<file path="src/rtl/dbus_decoder_if.sv">
// dbus_decoder_if: master-side request/response and shared slave-side fan-out signals of the data bus
interface dbus_decoder_if;
  logic [31:0]  addrM;
  logic [31:0]  doutM;
  logic         stbM;
  logic         weM;
  logic [3:0]   dmM;
  logic [31:0]  dinM;
  logic         nakM;
  logic [31:0]  addrS;
  logic [31:0]  dinS;
  logic         weS;
  logic [3:0]   dmS;
  logic [3:0]   stbS;
  logic [127:0] doutS;
  logic [3:0]   nakS;
  modport slave (
    input  addrM, doutM, stbM, weM, dmM, doutS, nakS,
    output dinM, nakM, addrS, dinS, weS, dmS, stbS
  );
  modport master (
    output addrM, doutM, stbM, weM, dmM, doutS, nakS,
    input  dinM, nakM, addrS, dinS, weS, dmS, stbS
  );
endinterface

</file>
<file path="src/rtl/dbus_decoder.sv">
// dbus_decoder: four-slave base/mask address decoder with response steering, unmapped responder and nak watchdog
module dbus_decoder #(
  parameter logic [31:0] BASE0 = 32'h0000_0000,
  parameter logic [31:0] BASE1 = 32'h1000_0000,
  parameter logic [31:0] BASE2 = 32'h2000_0000,
  parameter logic [31:0] BASE3 = 32'h3000_0000,
  parameter logic [31:0] MASK0 = 32'hF000_0000,
  parameter logic [31:0] MASK1 = 32'hF000_0000,
  parameter logic [31:0] MASK2 = 32'hF000_0000,
  parameter logic [31:0] MASK3 = 32'hF000_0000,
  parameter logic [31:0] UNMAPPED_RDATA = 32'hFFFF_FFFF,
  parameter int unsigned TIMEOUT = 255,
  parameter logic [31:0] TIMEOUT_RDATA = 32'hDEAD_BEEF
) (
  input  logic                 clk,
  input  logic                 rst,
  dbus_decoder_if.slave        bus,
  output logic                 errUnmapped,
  output logic                 errTimeout,
  output logic [15:0]          errCount
);
  localparam logic [2:0] NONE = 3'd4;
  localparam logic [3:0][31:0] BASE = {BASE3, BASE2, BASE1, BASE0};
  localparam logic [3:0][31:0] MASK = {MASK3, MASK2, MASK1, MASK0};
  localparam logic [15:0] TMO = 16'(TIMEOUT);
  logic [2:0]  sel, resp_q, resp_d;
  logic [15:0] cnt_q, cnt_d, err_cnt_q, err_cnt_d;
  logic        unm_q, unm_d, raw_nak, abort, nak;
  always_comb begin
    sel = NONE;
    for (int i = 3; i >= 0; i--)
      if ((bus.addrM & MASK[i]) == (BASE[i] & MASK[i])) sel = 3'(i);
  end
  assign bus.addrS = bus.addrM;
  assign bus.dinS  = bus.doutM;
  assign bus.weS   = bus.weM;
  assign bus.dmS   = bus.dmM;
  always_comb begin
    bus.stbS = '0;
    if (bus.stbM && !sel[2]) bus.stbS[sel[1:0]] = 1'b1;
  end
  // A stale nak from a slave abandoned by the watchdog is ignored once respSel moves on.
  assign raw_nak = !resp_q[2] && bus.nakS[resp_q[1:0]];
  assign abort   = raw_nak && (TIMEOUT != 0) && (cnt_q == TMO);
  assign nak     = raw_nak && !abort;
  assign bus.nakM = nak;
  assign bus.dinM = abort ? TIMEOUT_RDATA : resp_q[2] ? UNMAPPED_RDATA : bus.doutS[32*resp_q[1:0] +: 32];
  assign errUnmapped = unm_q;
  assign errTimeout  = abort;
  assign errCount    = err_cnt_q;
  always_comb begin
    resp_d    = nak ? resp_q : (bus.stbM ? sel : NONE);
    unm_d     = !nak && bus.stbM && sel[2];
    cnt_d     = (!raw_nak || TIMEOUT == 0 || abort) ? 16'd0 : cnt_q + 16'd1;
    err_cnt_d = ((unm_q || abort) && err_cnt_q != 16'hFFFF) ? err_cnt_q + 16'd1 : err_cnt_q;
  end
  always_ff @(posedge clk) begin
    if (rst) begin
      resp_q    <= NONE;
      unm_q     <= 1'b0;
      cnt_q     <= '0;
      err_cnt_q <= '0;
    end else begin
      resp_q    <= resp_d;
      unm_q     <= unm_d;
      cnt_q     <= cnt_d;
      err_cnt_q <= err_cnt_d;
    end
  end
endmodule
</file>
<file path="src/flat_wrapper.sv">
// flat-port wrapper written by rule: the top's interface ports become plain ports
module dbus_decoder_flat 
#(
  parameter logic [31:0] BASE0 = 32'h0000_0000,
  parameter logic [31:0] BASE1 = 32'h1000_0000,
  parameter logic [31:0] BASE2 = 32'h2000_0000,
  parameter logic [31:0] BASE3 = 32'h3000_0000,
  parameter logic [31:0] MASK0 = 32'hF000_0000,
  parameter logic [31:0] MASK1 = 32'hF000_0000,
  parameter logic [31:0] MASK2 = 32'hF000_0000,
  parameter logic [31:0] MASK3 = 32'hF000_0000,
  parameter logic [31:0] UNMAPPED_RDATA = 32'hFFFF_FFFF,
  parameter int unsigned TIMEOUT = 255,
  parameter logic [31:0] TIMEOUT_RDATA = 32'hDEAD_BEEF
)
  (clk, rst, errUnmapped, errTimeout, errCount, bus_addrM, bus_doutM, bus_stbM, bus_weM, bus_dmM, bus_doutS, bus_nakS, bus_dinM, bus_nakM, bus_addrS, bus_dinS, bus_weS, bus_dmS, bus_stbS);
  dbus_decoder_if bus_i ();
  input  logic clk;
  input  logic rst;
  output logic errUnmapped;
  output logic errTimeout;
  output logic [15:0] errCount;
  input wire logic [$bits(bus_i.addrM)-1:0] bus_addrM;
  input wire logic [$bits(bus_i.doutM)-1:0] bus_doutM;
  input wire logic [$bits(bus_i.stbM)-1:0] bus_stbM;
  input wire logic [$bits(bus_i.weM)-1:0] bus_weM;
  input wire logic [$bits(bus_i.dmM)-1:0] bus_dmM;
  input wire logic [$bits(bus_i.doutS)-1:0] bus_doutS;
  input wire logic [$bits(bus_i.nakS)-1:0] bus_nakS;
  output wire logic [$bits(bus_i.dinM)-1:0] bus_dinM;
  output wire logic [$bits(bus_i.nakM)-1:0] bus_nakM;
  output wire logic [$bits(bus_i.addrS)-1:0] bus_addrS;
  output wire logic [$bits(bus_i.dinS)-1:0] bus_dinS;
  output wire logic [$bits(bus_i.weS)-1:0] bus_weS;
  output wire logic [$bits(bus_i.dmS)-1:0] bus_dmS;
  output wire logic [$bits(bus_i.stbS)-1:0] bus_stbS;
  assign bus_i.addrM = bus_addrM;
  assign bus_i.doutM = bus_doutM;
  assign bus_i.stbM = bus_stbM;
  assign bus_i.weM = bus_weM;
  assign bus_i.dmM = bus_dmM;
  assign bus_i.doutS = bus_doutS;
  assign bus_i.nakS = bus_nakS;
  assign bus_dinM = bus_i.dinM;
  assign bus_nakM = bus_i.nakM;
  assign bus_addrS = bus_i.addrS;
  assign bus_dinS = bus_i.dinS;
  assign bus_weS = bus_i.weS;
  assign bus_dmS = bus_i.dmS;
  assign bus_stbS = bus_i.stbS;
  dbus_decoder #(.BASE0(BASE0), .BASE1(BASE1), .BASE2(BASE2), .BASE3(BASE3), .MASK0(MASK0), .MASK1(MASK1), .MASK2(MASK2), .MASK3(MASK3), .UNMAPPED_RDATA(UNMAPPED_RDATA), .TIMEOUT(TIMEOUT), .TIMEOUT_RDATA(TIMEOUT_RDATA)) u_core (.clk(clk), .rst(rst), .bus(bus_i), .errUnmapped(errUnmapped), .errTimeout(errTimeout), .errCount(errCount));
endmodule
</file>
<file path="config.mk">
export PLATFORM = sky130hd
export DESIGN_NAME = dbus_decoder_flat
export DESIGN_NICKNAME = d
export VERILOG_FILES = /design/src/rtl/dbus_decoder_if.sv /design/src/rtl/dbus_decoder.sv /design/src/flat_wrapper.sv
export SDC_FILE = /design/constraint.sdc
export NUM_CORES = 1
export LEC_CHECK = 0
export CORE_AREA = 2 2 127 129
export CTS_BUF_LIST = sky130_fd_sc_hd__clkbuf_4 sky130_fd_sc_hd__clkbuf_8
export DETAILED_ROUTE_END_ITERATION = 7
export DIE_AREA = 0 0 129 131
export SYNTH_ARGS = -nofsm -noshare
export SYNTH_HDL_FRONTEND = slang
export SYNTH_SLANG_ARGS = --single-unit
</file>
<file path="constraint.sdc">
create_clock -name clk -period 2.4 [get_ports clk]
set_clock_uncertainty 0.1 [all_clocks]
set_input_delay 0.36 -clock clk [delete_from_list [all_inputs] [get_ports clk]]
set_output_delay 0.36 -clock clk [all_outputs]
set_load 0.01 [all_outputs]
</file>
==> impl_metrics.ini <==
[die]
initial_core_util_pct = 21.3
core.rowCount = 46
ioPinCount = 328
die_h_um = 131
die_w_um = 129
core_sq_um = 15600
die_area_sq_um = 16900

[cts]
clock_latency_ps = 290
clk_pin_slew_ps = 80
h-tree-depth = 2
cts_max_path_buffers = 2
cts_tree = yes
root_buffer = clkbuf_8
cts_sinks = 36
cts_buffers = 5
ctsHoldBuffers = 0

[critical_path]
cp_data_arrival_time_ps = 1860
worstSetupPathType = reg -> out
crit_slowest_cell = dfxtp_4
cp-end-kind = output port
cp_max_fo = 6
cp-start-kind = flop
crit_chain = buf_6 > or2_0 > o22ai_2 > buf_6 > a21oi_4 > buf_12 > clkbuf_16 > nand2b_1 > clkbuf_2
cp_common_cell = buf_6
worst_ep_required_time_ps = 1940
max_stage_delay_ps = 370

[grt]
globalRoute.totalOverflow = 0
grt_first_pass_wirelength_um = 18900
grt_pass1_vias = 3246
grt_usage_pct = 14.9
grt_max_degree = 26
antenna_found_initial = 0

[pwr]
vdd_drop_max_v = 0.000161
power_density_nw_per_um2 = 297
power.total_mw = 1.59
power.leakage_nw = 1.82

[layout]
layout-drive-gt1-share_pct = 23.2
fillers = 1597
fin_area_sq_um = 5350
fin_nets = 713
antenna_cells = 0
area_delta_synth_final_pct = 61.4

[synth]
synth_cell_types = 40
synthesis.nets = 564
synthTopCellsByArea = dfxtp_1 22%, mux4_2 22%, buf_4 16%, nand2b_1 5.3%, nor2_1 5.0%
syn_avg_cell_area_sq_um = 9.26
syn_area_sq_um = 3320
syn_inst = 358
synth.top_cells.by_count = 71 x buf_4, 44 x nor2_1, 36 x dfxtp_1
synth_top_area_share_pct = 21.7
yosys_most_used_dff = dfxtp_1
synth.most_common_cell = buf_4
yosysWarnings = 0
yosysTopAreaCell = dfxtp_1
postSynthRegisterBits = 36
async_flop_share_pct = 0
synth-edff-count = 0
synth_seq_area_share_pct = 21.7

[run_status]
run_status = finished clean

[timing]
setup_tns_ps = 0
fmax_ghz = 0.431
max_slew_margin_pct = 56.7
finalHoldViolations = 0
drv_slew = 0
fin_crit_sh_pct = 96.7
setup_viol = 0
fin_crit_ps = 2320
tightest_slew_ps = 645
fin_ws_ps = 80.2

[worst_hold_path]
hp-class = reg -> reg

[place]
numPortBuffers = 197
dp_slack_ps = -150
finalWeightedCongestion = 0.777
postPlaceCellArea_sq_um = 5140
dp_hpwl_um = 11400

[detailed_routing]
drc = 0
dr_total_vias = 3260
drt_wl_total_um = 14000
first_iter_violations = 141
wire_per_inst_um = 19.3
viasPerCell = 4.50
ant_nets = 0
drtPass1Iterations = 4

[run]
drv_cap = 0
-- critical path: cells and delay by family (launching register included) --
kind	cells	cell delay [ps]
flops	1	370
compound gates	2	220
buf+inv	5	720
simple gates	2	270
-- per-stage QoR --
stage                     std cells  util [%]  hold slack [ps]
after global placement          707      33.0              374
after global routing            724      34.3              429
after floorplan                 358         -              318
after CTS                       717      33.7              396
final                           724      34.3              390
after detailed placement        707      33.0              387
-- cell families (layout without fill, tap and decap cells) --
group / Yosys count / in the layout / share of synthesized area (%)
muxes: 39 / 39 / 24.0
buffers and inverters: 93 / 243 / 19.5
DFF: 36 / 36 / 21.7
xor gates and xnor gates: 14 / 14 / 3.70
adders and majority gates: 2 / 2 / 0.755
AOI/OAI and AO/OA: 28 / 28 / 5.59
and+or+nand+nor: 146 / 146 / 24.7
-- registers in the layout (all words and copies together), names as in the netlist --
register	flops
u_core.cnt_q	16
u_core.errCount	16
u_core.errUnmapped	1
u_core.resp_q	3
-- cell usage in the layout (no fill, tap or decap), types with 5 or more instances in the layout --
cell | synthesis | final
clkdlybuf4s50_1 | 0 | 161
clkbuf_2 | 0 | 16
buf_6 | 3 | 6
nor2_1 | 44 | 44
dlygate4sd2_1 | 0 | 9
nand3_1 | 12 | 12
dfxtp_1 | 36 | 31
o31ai_1 | 8 | 8
a21oi_1 | 12 | 10
xnor2_1 | 5 | 5
buf_2 | 7 | 6
buf_4 | 71 | 23
nand2b_1 | 28 | 27
or4_1 | 7 | 7
clkbuf_8 | 0 | 5
and3_1 | 6 | 6
nand2_1 | 12 | 12
xor2_1 | 9 | 9
mux4_2 | 32 | 32
nor2b_1 | 5 | 5
and4_1 | 8 | 7
-- per-layer routing --
metal / GRT usage [%] / vias to the layer above / wire length, um
li1: - / 1522 / -
met2: 25.1 / 151 / 7030
met5: 0 / - / 0
met3: 4.80 / 31 / 1060
met1: 17.5 / 1556 / 5530
met4: 6.27 / 0 / 382
-- power by group --
group | switching (mW) | internal (mW)
logic | 0.134 | 0.315
registers | 0.00565 | 0.600
clock network | 0.230 | 0.307
total | 0.370 | 1.22
-- cell type report --
class                   count  area (sq um)  area share, %
clock buffers               5          68.8           1.29
clock inverters             3          42.5          0.795
inverters                   5          20.0          0.374
multi-input cells         229          2010           37.6
flip-flops and latches     36           729           13.6
well taps                 216           270           5.05
repair buffers            230          2210           41.3
-- path summary, 6_finish.rpt --
kind | from | end | slack [ps] | depth (start not counted)
min | u_core.errCount[15] | u_core.errCount[15] | 390 | 2
min reg2reg | u_core.errCount[15] | u_core.errCount[15] | 390 | 2
max | u_core.resp_q[0] | bus_dinM[3] | 80 | 9
max reg2reg | u_core.resp_q[0] | u_core.errCount[9] | 140 | 9
-- repair_timing --
item                                    4_1_cts  5_1_grt
pin swaps                                     1        7
gates cloned                                  0        4
endpoints found under the setup margin       34       39
buffers inserted                              2        3
resized for setup                            49       63
No activity file was read; power rests on OpenSTA's default activity.
==> RTL edit, RTL diff (same settings) <==
Make the reset (`rst`) asynchronous in one clocked block.
--- a/src/rtl/dbus_decoder.sv
+++ b/src/rtl/dbus_decoder.sv
@@ -54,7 +54,7 @@
     cnt_d     = (!raw_nak || TIMEOUT == 0 || abort) ? 16'd0 : cnt_q + 16'd1;
     err_cnt_d = ((unm_q || abort) && err_cnt_q != 16'hFFFF) ? err_cnt_q + 16'd1 : err_cnt_q;
   end
-  always_ff @(posedge clk) begin
+  always_ff @(posedge clk or posedge rst) begin
     if (rst) begin
       resp_q    <= NONE;
       unm_q     <= 1'b0;
Function: differs if rst is asserted again (counterexample within 4 cycles, from zero or initial values and one cycle with rst high); with rst held inactive, the same outputs for 10 cycles.
==> RTL edit against the unedited design <==
The flow now finishes with violations (setup timing); maximum frequency decreased by 5.0%; design area grew 5.2%; critical path depth shrank 1; power grew 27%; area after synthesis up 2.1%; routed wire length fell by 8.5%; sequential cell count unchanged; setup slack worse by 0.12 ns; largest cell class unchanged; highest routed layer unchanged.
==> RTL edit: results (changes against the unedited design) <==
[global_routing] via count of the first global-routing pass 3,213 [-1.0%]
[outcome] violated checks setup timing
[logic_synthesis] post-synthesis instance total 334 [-6.7%]
[logic_synthesis] syn_nets 540 [-4.3%]
[pwr] total power consumption of the routed design 0.002023 W [+27%]
[drt] met2 wire length 6516 um [-7.4%]
[timing] number of setup violations in the final report 12 [+12]
[finish] fraction of area in clock buffers and inverters 0.01644 [-0.004367]
[drt] drt initial violations 131 [-7.1%]
[global_routing] met1 Track Usage GR 0.1772 [+0.001992]
[critical_path] r2r endpoint u_core.errCount[6]
[place] placed cell count 694 [-1.8%]
[finish] fraction of final layout cells with drive strength greater than 1 0.3065 [+0.07420]
[finish] Multi-In Gates 208 [-9.2%]
[pwr] P_leak 2.218 nW [+22%]
[cts] # resized after CTS 116 [+140%]
[drt] met3 wire len 797 um [-25%]
[drt] final WL 12,810 um [-8.5%]
[place] worst setup slack after placement -0.2539 ns [-0.1038 ns]
[logic_synthesis] top cells by area, synth sky130_fd_sc_hd__dfrtp_1 26%, sky130_fd_sc_hd__mux4_2 21%, sky130_fd_sc_hd__buf_4 15%
[pwr] relative contribution of the clock network to total power 0.223 [-0.115]
[cts] buffers inserted by post-CTS timing repair 5 [+3]
[logic_synthesis] async set-or-reset flop fraction in the synthesized netlist 1.000 [+1.000]
[critical_path] end of the critical path bus_dinM[26]
[finish] Signal buf overhead 0.4289 [+0.01588]
[logic_synthesis] prevailing post-synth register cell sky130_fd_sc_hd__dfrtp_1
[critical_path] data arrival time of the worst path 1.98 ns [+0.12 ns]
[logic_synthesis] multiplexer fraction of the synthesized cell area 0.2310 [-0.009032]
[logic_synthesis] XOR/XNOR share of the synthesized area 0.06467 [+0.02769]
[global_routing] Global Route met2 Usage 0.2421 [-0.008715]
[timing] Min Hold Slack 0.3773 ns [-0.01242 ns]
[finish] share of cell area taken by multi-input logic gates 0.3425 [-0.03313]
[finish] number of non-clock buffers 252 [+9.6%]
[place] post-detailed-placement cell area 5303 um^2 [+3.1%]
[finish] clock tree buffer count of the final layout 6 [+1]
[timing] Total Negative Setup Slacks -0.2844 ns [-0.2844 ns]
[critical_path] cells on worst reg2reg path 8 [-1]
[place] routability congestion estimate from global placement 0.8384 [+7.9%]
[outcome] result of the run finished, violations left
[timing] worst max-slew margin expressed relative to the limit 0.6886 [+0.1220]
[critical_path] worst-case register-to-register setup slack 0.06 ns [-0.08 ns]
[timing] Final Worst Setup Slack -0.04288 ns [-0.1230 ns]
## RTL edit: changes by cell type in the layout (fill, tap and decap cells not counted), sizes merged, moves of 7 or more
| cell | delta |
|---|---|
| xor2 | +11 |
| clkbuf | -9 |
| dfxtp | -36 |
| or4 | -7 |
| a21oi | -9 |
| o31ai | -8 |
| nand2 | +9 |
| buf | +39 |
| dfrtp | +35 |
## RTL edit: cells by family after synthesis
logic type | after synthesis
simple gates | 133
buf+inv | 90
mux | 37
flops | 36
xor+xnor | 25
compound gates | 11
fa+ha+maj | 2
## RTL edit: worst max-delay path: cells and delay by family, from the launching register on
family / cells / cell delay [ns]
AOI/OAI and AO/OA: 1 / 0.06
buffers and inverters: 4 / 0.52
DFF: 1 / 0.42
and+or+nand+nor: 3 / 0.70
